===== config.mk =====
export PLATFORM = sky130hd
export DESIGN_NAME = if_id_pipe_stage
export DESIGN_NICKNAME = d
export VERILOG_FILES = /design/src/rtl/pipe_pkg.sv /design/src/rtl/pipe_skid_reg.sv /design/src/rtl/if_id_pipe_stage.sv
export SDC_FILE = /design/constraint.sdc
export NUM_CORES = 1
export LEC_CHECK = 0
export ABC_AREA = 1
export CAP_MARGIN = 20
export CORE_AREA = 10 10 102 141
export CTS_CLUSTER_SIZE = 12
export DETAILED_ROUTE_END_ITERATION = 8
export DIE_AREA = 0 0 112 151
export HOLD_SLACK_MARGIN = 0.12
export PLACE_DENSITY = 0.82
export SETUP_SLACK_MARGIN = 0.02
export SLEW_MARGIN = 20
export SYNTH_ARGS = -nofsm -noshare
export SYNTH_HDL_FRONTEND = slang
export SYNTH_SLANG_ARGS = --single-unit

===== constraint.sdc =====
create_clock -name clk -period 2.8 [get_ports clk]
set_input_delay 0.7 -clock clk [delete_from_list [all_inputs] [get_ports clk]]
set_output_delay 0.7 -clock clk [all_outputs]
set_load 0.02 [all_outputs]

===== src/rtl/pipe_pkg.sv =====
// Shared definitions for the in-order pipeline stage registers.
//   NOP_MIPS : canonical MIPS no-op (sll $0,$0,0). Stage registers drive it
//              in place of an instruction when they hold no entry.
//   if_id_t  : IF->ID payload layout. Later stage registers reuse the
//              struct-of-fields pattern.
//   if_id_pack : helper that builds an if_id_t from its two fields.
package pipe_pkg;

  localparam logic [31:0] NOP_MIPS = 32'h0000_0000;

  localparam int IF_ID_PC_W    = 32;
  localparam int IF_ID_INSTR_W = 32;

  typedef struct packed {
    logic [IF_ID_PC_W-1:0]    pc_plus4;
    logic [IF_ID_INSTR_W-1:0] instr;
  } if_id_t;

  function automatic if_id_t if_id_pack(input logic [IF_ID_PC_W-1:0]    pc_plus4,
                                        input logic [IF_ID_INSTR_W-1:0] instr);
    if_id_t r;
    r.pc_plus4 = pc_plus4;
    r.instr    = instr;
    return r;
  endfunction

endpackage


===== src/rtl/pipe_skid_reg.sv =====
// Generic valid/ready pipeline register on a flat payload, with flush.
//
// Handshake: a beat moves on a port at a rising edge where valid & ready are
// both high. A producer holds valid and data steady until that edge, and
// valid never drops without a transfer except on flush. While out_valid is
// high and out_ready is low, out_data stays stable.
//
// Parameters
//   W    : payload width
//   SKID : 1 -> main + skid entry, in_ready comes straight from a flop
//          0 -> main entry only, in_ready = !m_valid | out_ready
// Ports
//   clk, rst_n         : rising-edge clock, async active-low reset
//   flush              : drop held entries and any same-cycle input beat
//   in_valid/in_ready  : upstream handshake, in_data payload
//   out_valid/out_ready: downstream handshake, out_data payload (main entry)
module pipe_skid_reg #(
  parameter int W    = 64,
  parameter int SKID = 1
) (
  input  logic         clk,
  input  logic         rst_n,
  input  logic         flush,
  input  logic         in_valid,
  output logic         in_ready,
  input  logic [W-1:0] in_data,
  output logic         out_valid,
  input  logic         out_ready,
  output logic [W-1:0] out_data
);

  logic         m_valid;
  logic [W-1:0] m_data;
  logic         accept;
  logic         m_free;

  assign accept    = in_valid & in_ready;
  // The main entry can take new data at this edge when it is empty or its
  // current entry leaves downstream at the same edge.
  assign m_free    = !m_valid | out_ready;
  assign out_valid = m_valid;
  assign out_data  = m_data;

  if (SKID != 0) begin : g_skid
    logic         s_valid;
    logic [W-1:0] s_data;

    // The skid entry only fills while the main entry is held, so a low
    // in_ready here means at most one more beat was already in flight.
    assign in_ready = !s_valid;

    always_ff @(posedge clk or negedge rst_n) begin
      if (!rst_n) begin
        m_valid <= 1'b0;
        m_data  <= '0;
        s_valid <= 1'b0;
        s_data  <= '0;
      end else if (flush) begin
        m_valid <= 1'b0;
        s_valid <= 1'b0;
      end else if (m_free) begin
        if (s_valid) begin
          // Older entry moves up first; in_ready was low so no beat arrives.
          m_valid <= 1'b1;
          m_data  <= s_data;
          s_valid <= 1'b0;
        end else begin
          m_valid <= accept;
          if (accept) m_data <= in_data;
        end
      end else if (accept) begin
        s_valid <= 1'b1;
        s_data  <= in_data;
      end
    end
  end else begin : g_single
    assign in_ready = m_free;

    always_ff @(posedge clk or negedge rst_n) begin
      if (!rst_n) begin
        m_valid <= 1'b0;
        m_data  <= '0;
      end else if (flush) begin
        m_valid <= 1'b0;
      end else if (m_free) begin
        m_valid <= accept;
        if (accept) m_data <= in_data;
      end
    end
  end

endmodule


===== src/rtl/if_id_pipe_stage.sv =====
// IF->ID pipeline stage register.
// Carries {PC+4, instruction} from fetch to decode through a valid/ready
// register with optional skid entry. A flush (taken branch/jump resolved in
// ID) empties the stage. Whenever the stage holds nothing, out_instr shows
// NOP_INSTR so decode sees a bubble.
//
// Parameters
//   PC_W, INSTR_W : field widths, passed through bit-exact
//   NOP_INSTR     : encoding shown on out_instr while out_valid is low
//   SKID          : 1 -> registered in_ready with a two-entry buffer
// Ports
//   clk, rst_n                         : clock, async active-low reset
//   flush_i                            : drop held and incoming entries
//   in_valid, in_ready                 : fetch-side handshake
//   in_pc_plus4, in_instr              : fetched entry
//   out_valid, out_ready               : decode-side handshake
//   out_pc_plus4, out_instr            : held entry
module if_id_pipe_stage
  import pipe_pkg::*;
#(
  parameter int                 PC_W      = 32,
  parameter int                 INSTR_W   = 32,
  parameter logic [INSTR_W-1:0] NOP_INSTR = INSTR_W'(NOP_MIPS),
  parameter int                 SKID      = 1
) (
  input  logic               clk,
  input  logic               rst_n,
  input  logic               flush_i,
  input  logic               in_valid,
  output logic               in_ready,
  input  logic [PC_W-1:0]    in_pc_plus4,
  input  logic [INSTR_W-1:0] in_instr,
  output logic               out_valid,
  input  logic               out_ready,
  output logic [PC_W-1:0]    out_pc_plus4,
  output logic [INSTR_W-1:0] out_instr
);

  localparam int W = PC_W + INSTR_W;

  logic [W-1:0]       in_flat;
  logic [W-1:0]       out_flat;
  logic [INSTR_W-1:0] held_instr;

  assign in_flat = {in_pc_plus4, in_instr};

  pipe_skid_reg #(
    .W    (W),
    .SKID (SKID)
  ) u_reg (
    .clk       (clk),
    .rst_n     (rst_n),
    .flush     (flush_i),
    .in_valid  (in_valid),
    .in_ready  (in_ready),
    .in_data   (in_flat),
    .out_valid (out_valid),
    .out_ready (out_ready),
    .out_data  (out_flat)
  );

  assign {out_pc_plus4, held_instr} = out_flat;
  // Stale payload stays in the register after a consume or flush; the
  // override keeps decode from ever seeing it as an instruction.
  assign out_instr = out_valid ? held_instr : NOP_INSTR;

endmodule


==> flow_summary.json <==
{
  "viasPerCell": 5.20,
  "finalPower_mw": 5.83,
  "cts_resized": 0,
  "post_cts_buffers": 0,
  "finalCriticalPeriod_ps": 2500,
  "clock_skew_ps": 9.38,
  "rsz0062_at_grt": "false",
  "ys_ff_latch": 130,
  "dpl.hpwl_mm": 11.3,
  "maxCapViolations": 0,
  "p_leak_nw": 4.53,
  "dieArea_mm2": 0.0169,
  "hold_violations": 0,
  "peakVddDrop_uv": 490,
  "r2r_slack_ps": 970,
  "wl_per_cell_um": 15.8,
  "areaGrowthSynthToFinish_pct": 27.8,
  "tns_ps": 0,
  "crit_path_max_fanout": 18,
  "grt_max_degree": 66,
  "grt_pass1_vias": 5965,
  "cp.required_ps": 2100,
  "cts_buffers": 17,
  "ios": 135,
  "slowest_delay_ps": 600,
  "drt-total-wl_mm": 17.6,
  "powerDensity_mw_per_mm2": 707,
  "clk_latency_ps": 400,
  "clockBufferDepth": 2,
  "gp_congestion": 0.794,
  "grt_first_pass_wirelength_mm": 29.5,
  "yosys.area.top_type_share_pct": 50.4,
  "reg2regPathDepth": 6,
  "end_kind": "output pin",
  "dr.pass1.iters": 4,
  "ys_seq_area_share_pct": 50.4,
  "drv_slew": 0,
  "final_common_cell": "nand2_1",
  "port-buffer-count": 134,
  "die_x_um": 112,
  "initial_core_util_pct": 55.1,
  "cts.sinks": 130,
  "arrival_ps": 1800,
  "drt_iter0_markers": 374,
  "clkTransAtPathRegs_ps": 60,
  "syn_nets": 945,
  "critPathKind": "reg -> out",
  "final_cell_mix": "nand2_1, clkdlybuf4s50_1, dfrtp_1",
  "grt_overflow": 0,
  "num-nets-final": 1028,
  "track_usage_pct": 21.1,
  "setup_viol": 0,
  "fill_cells": 948,
  "ant_nets": 0,
  "maxSlewHeadroom_pct": 49.9,
  "via_count": 5825,
  "avgSynthCellArea_um2": 7.37,
  "min_path_type": "in -> async",
  "antenna_found_initial": 1,
  "cpMaxStageDelayCell": "clkdlybuf4s50_1",
  "cts_hold_buffers": 0,
  "cts_tree": "built",
  "status": "complete, no violations",
  "syn_inst": 876,
  "drive_gt1_share_pct": 5.97,
  "netlist_top_cells_area": "dfrtp_1, nand2_1, nand3_1",
  "worstPathCellList": "buf_4, nand2_1, inv_1, clkdlybuf4s50_1",
  "mappedNetlistArea_mm2": 0.00645,
  "period_share_pct": 89.3,
  "seqCellArea_mm2": 0.00325,
  "htree_levels": 4,
  "cp-start-kind": "register",
  "die-height_um": 151,
  "multi_input_area_mm2": 0.00253,
  "tightest_slew_ps": 752,
  "rows": 47,
  "yosys.area.top_type": "dfrtp_1",
  "cts-root-buf": "clkbuf_16",
  "yosysWarnings": 0,
  "ys_types": 15,
  "core_area_mm2": 0.0117,
  "drc": 0,
  "timing.fmax_ghz": 0.400
}
kinds of logic after synthesis:
| kind of cell | after synthesis | share of synthesized area, % |
|---|---|---|
| flops | 130 | 50.4 |
| simple gates | 620 | 38.9 |
| buf+inv | 126 | 10.7 |
layout make-up:
cell class	instances	share of cell area (%)
Tap cell	147	2.23
Inverter	37	1.68
Clock buffer	23	5.68
Multi-Input combinational cell	620	30.7
Sequential cell	130	39.5
Antenna cell	1	0.0303
Clock inverter	9	1.58
Timing Repair Buffer	153	18.6
power by group:
part | internal, mW | switching (mW)
clock network | 1.45 | 0.787
registers | 2.26 | 0.206
logic | 0.492 | 0.633
total | 4.20 | 1.63
worst max-delay path, delay by kind of cell, from the launching register on:
family,cells,cell delay (ps)
buf+inv,3,920
simple gates,1,120
flops,1,360
synthesized netlist by cell type:
library cell and number:
nand3_1 130, nor2_2 1, inv_2 1, nand2_2 1, buf_1 3, nand2_1 482, nor3_1 1, inv_1 36
dfrtp_1 130, buf_4 44, nand3_2 1, nor2_4 1, buf_2 41, clkbuf_1 1, nor2_1 3
routing by layer:
layer / global-route usage [%] / routed length, um / vias to the layer above
met1: 25.1 / 7090 / 2734
li1: - / - / 2830
met3: 5.34 / 1200 / 22
met5: 0 / 0 / -
met2: 36.0 / 8990 / 239
met4: 8.33 / 366 / 0
path summary, 6_finish.rpt:
path,startpoint,endpoint
worst max register to register,u_reg.g_skid.s_valid,u_reg.g_skid.s_data[37]
worst max-delay path,u_reg.out_valid,out_instr[3]
max in group asynchronous,rst_n,u_reg.out_data[20]
min in group clk,u_reg.g_skid.s_data[24],u_reg.g_skid.s_data[24]
worst min register to register,u_reg.g_skid.s_data[24],u_reg.g_skid.s_data[24]
worst min-delay path,rst_n,u_reg.g_skid.s_data[9]
through the flow:
step	cells	setup WS (ps)	hold WS, ps	instance area (um^2)	util [%]
after floorplan	876	978	404	6450	-
after global placement	1087	409	453	7640	65.3
after detailed placement	1087	348	458	7640	65.3
after CTS	1119	279	285	8240	70.4
after global routing	1120	230	294	8250	70.5
final	1120	300	263	8250	70.5
registers in the layout, summed over array words and instances, names as in the netlist:
signal / cells
u_reg.g_skid.s_data: 64
u_reg.g_skid.s_valid: 1
u_reg.out_valid: 1
u_reg.out_data: 64
No activity file was read; power rests on OpenSTA's default activity.
==> edit 1: new RTL, same settings <==
Set the parameter `INSTR_W` to 40 (it was 32).
--- a/src/rtl/if_id_pipe_stage.sv
+++ b/src/rtl/if_id_pipe_stage.sv
@@ -20,5 +20,5 @@
 #(
   parameter int                 PC_W      = 32,
-  parameter int                 INSTR_W   = 32,
+  parameter int                 INSTR_W   = 40,
   parameter logic [INSTR_W-1:0] NOP_INSTR = INSTR_W'(NOP_MIPS),
   parameter int                 SKID      = 1
Ports: changed (resized in_instr and out_instr); port bits go from 135 to 151. The function was not compared with the original's and may differ.
==> edit 1 against the original RTL <==
- area after synthesis increased by 12%
- wire length increased by 11%
- combinational power grew 12%
- critical endpoint is now out_instr[11]
- power rose by 12%
- cell count grew 10%
- sequential cell count grew 16
- final area increased by 12%
- worst setup slack worse by 66 ps
==> edit 1: results <==
# TYPE chip_impl_metric gauge
chip_impl_metric{name="routedWlPerCell",unit="um"} 15.9
chip_impl_info{name="synth_commonest_cells",value="547 x nand2_1, 146 x dfrtp_1, 144 x nand3_1"} 1
chip_impl_metric{name="synth_sequential_area_ratio",unit=""} 0.507
chip_impl_metric{name="period_needed",unit="ps"} 2570
chip_impl_metric{name="detailedRoute.firstPassIterationCount",unit=""} 7
chip_impl_metric{name="place_ws",unit="ps"} 296
chip_impl_metric{name="met2RoutedLength",unit="mm"} 9.90
chip_impl_metric{name="grt_met3_use",unit=""} 0.0614
chip_impl_metric{name="all_layer_global_routing_usage",unit=""} 0.233
chip_impl_metric{name="detailedRoute.firstIterationViolations",unit=""} 536
chip_impl_metric{name="via_count",unit=""} 6579
chip_impl_metric{name="clock-skew-final",unit="ps"} 8.59
chip_impl_metric{name="wl_met3",unit="mm"} 1.70
chip_impl_info{name="synth_area_leaders",value="dfrtp_1 51%, nand2_1 29%, nand3_1 10%"} 1
chip_impl_metric{name="postSynthCellCount",unit=""} 986
chip_impl_info{name="setup.worst_path.end",value="out_instr[11]"} 1
chip_impl_metric{name="grt_pass1_vias",unit=""} 6514
chip_impl_metric{name="dp_hpwl",unit="mm"} 11.8
chip_impl_metric{name="grt_antenna_before_repair",unit=""} 0
chip_impl_metric{name="vdd_ir_drop_max",unit="mV"} 0.505
chip_impl_metric{name="grt.met1_usage",unit=""} 0.286
chip_impl_metric{name="drive_above_1_share",unit=""} 0.0497
chip_impl_info{name="run_status",value="finished, final reports clean"} 1
chip_impl_metric{name="timing.reg2reg.worst_path_depth",unit=""} 7
chip_impl_metric{name="synthDistinctLibCells",unit=""} 12
chip_impl_metric{name="power_per_cell_area",unit="mW/mm2"} 708
chip_impl_metric{name="finish.cell_count_without_fillers",unit=""} 1234
chip_impl_metric{name="power.static_leakage",unit="nW"} 5.09
chip_impl_metric{name="rrSetupSlack",unit="ps"} 630
chip_impl_metric{name="global_route_wire_length_before_repair",unit="mm"} 32.5
chip_impl_metric{name="switching_power",unit="mW"} 1.79
chip_impl_metric{name="grt_max_degree",unit=""} 74
-- edit 1: cell count changes after synthesis --
cell	change
nand2_1	+65
dfrtp_1	+16
clkbuf_1	+14
nand3_1	+14
buf_4	-12
inv_1	+9
buf_2	+7
buf_1	-3
nand3_2	+2
inv_2	-1
nand2_2	-1
nor2_1	-1
nor2_2	+1
-- edit 1: worst max-delay path, cell delays in order, from the launching register on --
cell and delay (ps):
dfrtp_1 350, buf_4 300, nand2_1 100, inv_1 100, clkdlybuf4s50_1 620
-- edit 1: metrics by stage --
stage               hold WS, ps  area [um2]
floorplan                   404        7200
global placement            453        8560
detailed placement          458        8560
CTS                         290        9210
global route                304        9210
finish                      257        9210
-- edit 1: final cells by class --
class                      instances  area (um2)
clock inverter                    10         180
inverter                          45         169
sequential                       146        3650
fill                             828        2490
clock buffer                      21         470
tap                              147         184
multi-input combinational        700        2850
timing repair buffer             165        1700
==> edit 2: new RTL, same settings <==
Made on the original files. Reset style: synchronous (`rst_n`), changed in 2 clocked blocks. Comments in the files are not updated.
--- a/src/rtl/pipe_skid_reg.sv
+++ b/src/rtl/pipe_skid_reg.sv
@@ -50,5 +50,5 @@
     assign in_ready = !s_valid;
 
-    always_ff @(posedge clk or negedge rst_n) begin
+    always_ff @(posedge clk) begin
       if (!rst_n) begin
         m_valid <= 1'b0;
@@ -77,5 +77,5 @@
     assign in_ready = m_free;
 
-    always_ff @(posedge clk or negedge rst_n) begin
+    always_ff @(posedge clk) begin
       if (!rst_n) begin
         m_valid <= 1'b0;
Formal check against the unedited RTL: differs if rst_n is asserted again (counterexample within 4 cycles, from zero or initial values and one cycle with rst_n low); with rst_n held inactive, the same outputs for 4 cycles.
==> edit 2 against the original RTL <==
- synthesized cell count increased by 24%
- worst setup slack improved by 51 ps
- critical path depth unchanged
- clock power increased by 4%
- combinational power decreased by 46%
- largest power group is now the clock network
- final area increased by 1.5%
- wire length decreased by 6.3%
- via count increased by 10%
- worst hold slack improved by 220 ps
- area after synthesis increased by 3.5%
- count of clock-buffer cells in the layout decreased by 5
- sequential share of layout area decreased by 8.3 points
- power decreased by 16%
- sequential cell count unchanged
==> edit 2: results <==
# TYPE chip_impl_metric gauge
chip_impl_info{name="synth_commonest_cells",value="292 x nand2_1, 256 x nor2_1, 165 x inv_1"} 1
chip_impl_metric{name="place_ws",unit="ps"} 421
chip_impl_metric{name="timing.reg2reg.worst_path_depth",unit=""} 4
chip_impl_metric{name="all_layer_global_routing_usage",unit=""} 0.193
chip_impl_metric{name="global_route_wire_length_before_repair",unit="mm"} 27.7
chip_impl_metric{name="fillers",unit=""} 1009
chip_impl_metric{name="postSynth.asyncResetShare",unit=""} 0
chip_impl_metric{name="dp_hpwl",unit="mm"} 10.2
chip_impl_info{name="timing.rr.end",value="u_reg.out_data[23]$_SDFFE_PN0P_"} 1
chip_impl_info{name="run_status",value="finished, final reports clean"} 1
chip_impl_metric{name="clock-skew-final",unit="ps"} 6.04
chip_impl_metric{name="syn-mean-instance-area",unit="um2"} 6.17
chip_impl_metric{name="drt-total-wl",unit="mm"} 16.5
chip_impl_metric{name="grt_max_degree",unit=""} 85
chip_impl_metric{name="synth_compound_area_frac",unit=""} 0.0487
chip_impl_info{name="rr_startpoint",value="u_reg.g_skid.s_valid$_SDFFE_PP0P_"} 1
chip_impl_metric{name="placed_cell_count",unit=""} 1272
chip_impl_metric{name="grt_pass1_vias",unit=""} 6003
chip_impl_metric{name="synth_sequential_area_ratio",unit=""} 0.390
chip_impl_metric{name="synth.net_count",unit=""} 1151
chip_impl_metric{name="grt_antenna_before_repair",unit=""} 0
chip_impl_info{name="worst_hold_class",value="reg2reg"} 1
chip_impl_metric{name="power.static_leakage",unit="nW"} 4.07
chip_impl_metric{name="drive_above_1_share",unit=""} 0.0458
chip_impl_info{name="synthFlopType",value="dfxtp_1"} 1
chip_impl_metric{name="holdWs",unit="ps"} 481
chip_impl_metric{name="detailedRoute.firstIterationViolations",unit=""} 461
chip_impl_metric{name="detailedRoute.firstPassIterationCount",unit=""} 5
chip_impl_metric{name="worst_slew_pin_slew",unit="ps"} 752
chip_impl_metric{name="vdd_ir_drop_max",unit="mV"} 0.463
## edit 2: power by group through the flow
stage          clock network [mW]  registers (mW)  logic, mW
2_1_floorplan                   0            2.00      0.410
5_1_grt                      2.44            1.98      0.680
6_report                     2.32            1.97      0.606
3_3_place_gp                    0            2.01      0.594
3_5_place_dp                    0            2.01      0.604
4_1_cts                      2.35            1.97      0.610
## edit 2: cell families (layout without fill, tap and decap cells)
logic type	count (synthesis)	count (layout)
flip-flops	130	130
buffers and inverters	270	345
AO/OA/AOI/OAI	65	65
AND/OR/NAND/NOR	617	617
## edit 2: cell type report
class,count,area [um2],share of cell area
inverter,166,623,0.0744
multi-input combinational,682,2840,0.339
clock inverter,14,188,0.0224
tap,147,184,0.0220
timing repair buffer,147,1490,0.178
sequential,130,2610,0.311
clock buffer,18,439,0.0525
## edit 2: worst max path at each step
stage,cells past startpoint,slack [ps],to,start
after floorplan,4,1010,out_instr[10],u_reg.out_valid$_SDFFE_PP0P_
after global placement,8,460,u_reg.out_data[49]$_SDFFE_PN0P_,out_ready
after detailed placement,8,420,u_reg.out_data[45]$_SDFFE_PN0P_,out_ready
after CTS,4,330,out_instr[25],u_reg.out_valid$_SDFFE_PP0P_
after global routing,4,250,out_instr[0],u_reg.out_valid$_SDFFE_PP0P_
final,4,350,out_instr[25],u_reg.out_valid$_SDFFE_PP0P_
## edit 2: metal layers
metal / routed length (um) / global-route usage / vias up
li1: - / - / 3317
met1: 6730 / 0.220 / 2907
met2: 8490 / 0.339 / 170
met3: 1140 / 0.0558 / 14
met4: 181 / 0.0617 / 0
met5: 0 / 0 / -
## edit 2: tightest hold or removal path, cell delays in order, from the launching register on
cell,delay [ps]
dfxtp_1,320
nor2_1,40
nor2_1,80
